File: src/rtl/clz_skip_divider.sv
// Iterative restoring unsigned divider with configurable width and radix.
// Define DIVIDER_EARLY_TERMINATE_EN to enable CLZ-based alignment and the dividend<divisor fast path.
module clz_skip_divider #(
   parameter int DATA_WIDTH     = 32,
   parameter int BITS_PER_CYCLE = 1
) (
   input  logic                          clk,
   input  logic                          rst,
   input  logic                          start,
   input  logic [DATA_WIDTH-1:0]         dividend,
   input  logic [DATA_WIDTH-1:0]         divisor,
   input  logic [$clog2(DATA_WIDTH)-1:0] dividend_CLZ,
   input  logic [$clog2(DATA_WIDTH)-1:0] divisor_CLZ,
   input  logic                          divisor_is_zero,
   input  logic                          abort,
   output logic                          ready,
   output logic                          done,
   output logic [DATA_WIDTH-1:0]         quotient,
   output logic [DATA_WIDTH-1:0]         remainder
);

   localparam int CLZ_W = $clog2(DATA_WIDTH);
   localparam int CNT_W = CLZ_W + 1;
   localparam int EXT_W = 2 * DATA_WIDTH;

   typedef enum logic {IDLE, COMPUTE} state_t;

   state_t                  state;
   logic [EXT_W-1:0]        shifted_divisor;
   logic [CNT_W-1:0]        count;

   logic                    small_dividend;
   logic [CLZ_W-1:0]        diff;
   logic [CNT_W-1:0]        load_count;
   logic [EXT_W-1:0]        load_divisor;

   logic [DATA_WIDTH-1:0]   step_rem;
   logic [DATA_WIDTH-1:0]   step_quo;
   logic [EXT_W-1:0]        step_div;
   logic [CNT_W-1:0]        step_cnt;

`ifdef DIVIDER_EARLY_TERMINATE_EN
   assign small_dividend = dividend_CLZ > divisor_CLZ;
   assign diff           = divisor_CLZ - dividend_CLZ;
`else
   logic unused_clz;
   assign unused_clz     = ^{dividend_CLZ, divisor_CLZ};
   assign small_dividend = 1'b0;
   assign diff           = CLZ_W'(DATA_WIDTH - 1);
`endif

   // Divisor is kept double width so a full-width alignment never drops bits.
   assign load_count   = {1'b0, diff} + CNT_W'(1);
   assign load_divisor = {{DATA_WIDTH{1'b0}}, divisor} << diff;
   assign ready        = (state == IDLE);

   always_comb begin
      step_rem = remainder;
      step_quo = quotient;
      step_div = shifted_divisor;
      step_cnt = count;
      for (int i = 0; i < BITS_PER_CYCLE; i++) begin
         if (step_cnt != '0) begin
            if ({{DATA_WIDTH{1'b0}}, step_rem} >= step_div) begin
               step_rem = step_rem - step_div[DATA_WIDTH-1:0];
               step_quo = {step_quo[DATA_WIDTH-2:0], 1'b1};
            end else begin
               step_quo = {step_quo[DATA_WIDTH-2:0], 1'b0};
            end
            step_div = step_div >> 1;
            step_cnt = step_cnt - CNT_W'(1);
         end
      end
   end

   always_ff @(posedge clk or posedge rst) begin
      if (rst) begin
         state           <= IDLE;
         done            <= 1'b0;
         quotient        <= '0;
         remainder       <= '0;
         shifted_divisor <= '0;
         count           <= '0;
      end else begin
         done <= 1'b0;
         case (state)
            IDLE: begin
               if (start && !abort) begin
                  if (divisor_is_zero) begin
                     quotient  <= '1;
                     remainder <= dividend;
                     done      <= 1'b1;
                  end else if (small_dividend) begin
                     quotient  <= '0;
                     remainder <= dividend;
                     done      <= 1'b1;
                  end else begin
                     quotient        <= '0;
                     remainder       <= dividend;
                     shifted_divisor <= load_divisor;
                     count           <= load_count;
                     state           <= COMPUTE;
                  end
               end
            end
            COMPUTE: begin
               if (abort) begin
                  state <= IDLE;
                  count <= '0;
               end else begin
                  quotient        <= step_quo;
                  remainder       <= step_rem;
                  shifted_divisor <= step_div;
                  count           <= step_cnt;
                  if (step_cnt == '0) begin
                     state <= IDLE;
                     done  <= 1'b1;
                  end
               end
            end
            default: state <= IDLE;
         endcase
      end
   end

endmodule

File: config.mk
export PLATFORM = sky130hd
export DESIGN_NAME = clz_skip_divider
export DESIGN_NICKNAME = d
export VERILOG_FILES = /design/src/rtl/clz_skip_divider.sv
export SDC_FILE = /design/constraint.sdc
export NUM_CORES = 1
export LEC_CHECK = 0
export BUFFER_PORTS_ARGS = -buffer_cell sky130_fd_sc_hd__buf_2
export CORE_ASPECT_RATIO = 0.75
export CORE_MARGIN = 2
export CORE_UTILIZATION = 55
export DETAILED_ROUTE_END_ITERATION = 10
export PLACE_DENSITY = 0.84
export SYNTH_ARGS = -nofsm -noshare
export SYNTH_HDL_FRONTEND = slang
export SYNTH_SLANG_ARGS = --single-unit
File: constraint.sdc
create_clock -name clk -period 6.66 [get_ports clk]
set_input_delay 0 -clock clk [delete_from_list [all_inputs] [get_ports clk]]
set_output_delay 0 -clock clk [all_outputs]
set_load 0.05 [all_outputs]
==> results.cfg <==
[outcome]
status = finished clean

[route]
drc = 0
drtAntennaViolNets = 0
met2_wirelength_um = 10100
drt_pass1_iterations = 5
routed_wirelength_um = 21700
routedWlPerCell_um = 17.2
highest_layer = met4
drt-met1-wl_um = 10100
number_of_vias_in_the_routed_layout = 7318
detail_route.vias_per_cell = 5.80
drt_iter0_drc = 631
wl_met3_um = 1230

[worst_setup_path]
cpLargestDelayFamily = simple AND/OR/NAND/NOR gates
critical_path.cell_chain = inv_1, nor3_2, nand4_1, a21oi_1, a21oi_1
cpPeakStageDelay_ns = 1.00
timing.critical_path.slowest_stage_cell = sky130_fd_sc_hd__nand4_1
critPathCaptureType = flop
cp_num_cells = 5
reg2reg_depth = 5
path_common_cell = sky130_fd_sc_hd__a21oi_1
cp.buffers_inverters = 1
required_ns = 6.90
criticalPathCategory = flop to flop
timing.critical_path.arrival_ns = 4.11
timing.critical_path.fanout_max = 61
kind_of_launch_point_of_the_worst_setup_path = flop

[sta]
rsz0062_at_grt = no
max_clock_freq_mhz = 258
final.hold.worst_slack_ns = 0.0171
setup_violations = 0
worst_slew_pin_slew_ns = 1.18
timing_max_transition_violations_final = 0
post-route-min-period_ns = 3.87
fin_tns_setup_ns = 0
number_of_endpoints_with_negative_hold_slack_in_the_final_report = 0
relSlewSlack_pct = 21.2
skew_ns = 0.00979
min_period_over_period_pct = 58.1

[layout]
share_of_layout_cells_above_drive_strength_1_pct = 20.5
nets = 1162
layout_common_cells = 134 x sky130_fd_sc_hd__dfrtp_1, 134 x sky130_fd_sc_hd__buf_2, 132 x sky130_fd_sc_hd__a21oi_1, 72 x sky130_fd_sc_hd__nand2_1, 68 x sky130_fd_sc_hd__nor2_1
finish.utilization_pct = 69.8
num_antenna_cells = 0
areaGrowthSynthToFinish_pct = 25.0

[pwr]
cellPowerDensity_nw_per_um2 = 533
ir_worst_vdd_v = 0.000367
p_leak_nw = 4.35

[global_routing]
first_global_vias = 6926
grt.overflow.total = 0
grt_max_degree = 90
grt_first_pass_wirelength_um = 34900
overall_track_demand_over_capacity_in_global_routing_pct = 28.4
grt_antenna_before_repair = 0

[synthesis]
ys_types = 71
synth_top_flop_cell = sky130_fd_sc_hd__dfrtp_1
synth_sequential_area_ratio_pct = 42.2
ys_seq_elements = 135
syn-cell-area_sq_um = 8010
mean_area_per_synthesized_cell_sq_um = 9.08
synth_top_cell_by_area = sky130_fd_sc_hd__dfrtp_1
mappedNetlistNets = 996
post-synth-top-area-fraction_pct = 42.2
synth-edff-count = 0
post_synth_inst_count = 882
ys_async_sr_fraction_pct = 100
synth.yosys.warnings = 0
cell_types_occupying_the_most_area_after_synthesis = sky130_fd_sc_hd__dfrtp_1 42%, sky130_fd_sc_hd__a21oi_1 8.2%, sky130_fd_sc_hd__mux2i_1 5.4%

[floorplanning]
pin_count = 145
rows = 38
design.die.area_sq_um = 15600
dieHeight_um = 109
die_w_um = 143
initial_utilization_pct = 55.8
fp.coreArea_sq_um = 14400

[min_path]
hold_path_depth = 4
hp-class = input port to flop

[clocking]
htree_num_levels = 4
cts.sinks = 135
clk_latency_ns = 0.41
cts_tree = done
cts_setup_buffers = 0
clk_pin_slew_worst_paths_ns = 0.06
ctsLongestPathBuffers = 2
buffer_cell_driving_the_clock_tree_root = sky130_fd_sc_hd__clkbuf_16
cts_buffers = 17

[place]
place_hpwl_um = 13600
gpl_wtd_cong = 0.930
numPortBuffers = 134

[flow_run]
max_cap_violations = 0
==> layer usage <==
layer	vias to the layer above	GRT usage [%]
met4	0	6.72
met1	3493	40.8
met5	-	0
met2	282	45.0
li1	3521	-
met3	22	5.00
==> cell type report <==
type                            instances  area, sq um
Fill cell                            1151         4340
Multi-Input combinational cell        645         4210
Sequential cell                       135         3380
Timing Repair Buffer                  206         1370
Clock buffer                           20          447
Tap cell                              200          250
Clock inverter                         12          189
Inverter                               43          166
==> worst paths after layout <==
check / start / endpoint / slack [ns]
setup / recovery: state$_DFF_PP0_ / remainder[5]$_DFFE_PP0P_ / 2.79
hold / removal: dividend[31] / remainder[31]$_DFFE_PP0P_ / 0.02
setup reg to reg: state$_DFF_PP0_ / remainder[5]$_DFFE_PP0P_ / 2.79
hold reg to reg: quotient[1]$_DFFE_PP0P_ / quotient[1]$_DFFE_PP0P_ / 0.50
max in group asynchronous: rst / state$_DFF_PP0_ / 5.14
min in group asynchronous: rst / shifted_divisor[57]$_DFFE_PP0P_ / 0.33
==> registers in the layout, summed over array words and instances, names as in the netlist <==
register         count
shifted_divisor     63
state                1
done                 1
count                6
quotient            32
remainder           32
==> worst register-to-register path, cell delays in order (launching register included) <==
cell and delay [ns]:
sky130_fd_sc_hd__dfrtp_4 0.92, sky130_fd_sc_hd__inv_1 0.66, sky130_fd_sc_hd__nor3_2 0.56, sky130_fd_sc_hd__nand4_1 1.00, sky130_fd_sc_hd__a21oi_1 0.46, sky130_fd_sc_hd__a21oi_1 0.12
==> Yosys cell counts, drive strengths merged, types with 3 or more instances <==
cell	instances
a2111oi	3
a211o	4
a211oi	6
a21o	16
a21oi	136
a31oi	6
and3	4
buf	25
clkbuf	34
dfrtp	135
ha	34
inv	43
mux2	19
mux2i	43
nand2	72
nand2b	9
nand3	12
nand4	14
nor2	69
nor2b	5
nor3	11
nor4	9
o211ai	3
o21a	8
o21ai	65
o21bai	3
o22ai	35
o31a	4
o31ai	4
or2	3
or3	5
xnor2	14
xor2	7
==> cells by family after synthesis <==
group	synth area share, %
adders and majority gates	5.56
DFF	42.2
buffers and inverters	5.45
AOI/OAI and AO/OA	23.2
muxes	8.46
and+or+nand+nor	12.8
xor gates and xnor gates	2.30
==> power by group <==
group	internal, mW	switching, mW
sequential	1.11	0.289
clock	0.644	0.379
combinational	1.00	1.91
total	2.76	2.58
==> metrics by stage <==
stage / setup WS (ns) / instance area, sq um / cells / total power, mW
2_1_floorplan: 3.05 / 8010 / 882 / 3.59
5_1_grt: 2.60 / 10000 / 1261 / 5.65
3_5_place_dp: 2.93 / 8730 / 1164 / 4.20
3_3_place_gp: 3.02 / 8730 / 1164 / 4.13
4_1_cts: 2.93 / 10000 / 1261 / 5.27
6_report: 2.79 / 10000 / 1261 / 5.34
==> repair_timing <==
action                                 in CTS  in global routing
gates resized for setup                     0                  0
endpoints found under the hold margin     151                  0
hold buffers                               65                  0
Power figures use the tool's default switching activity.
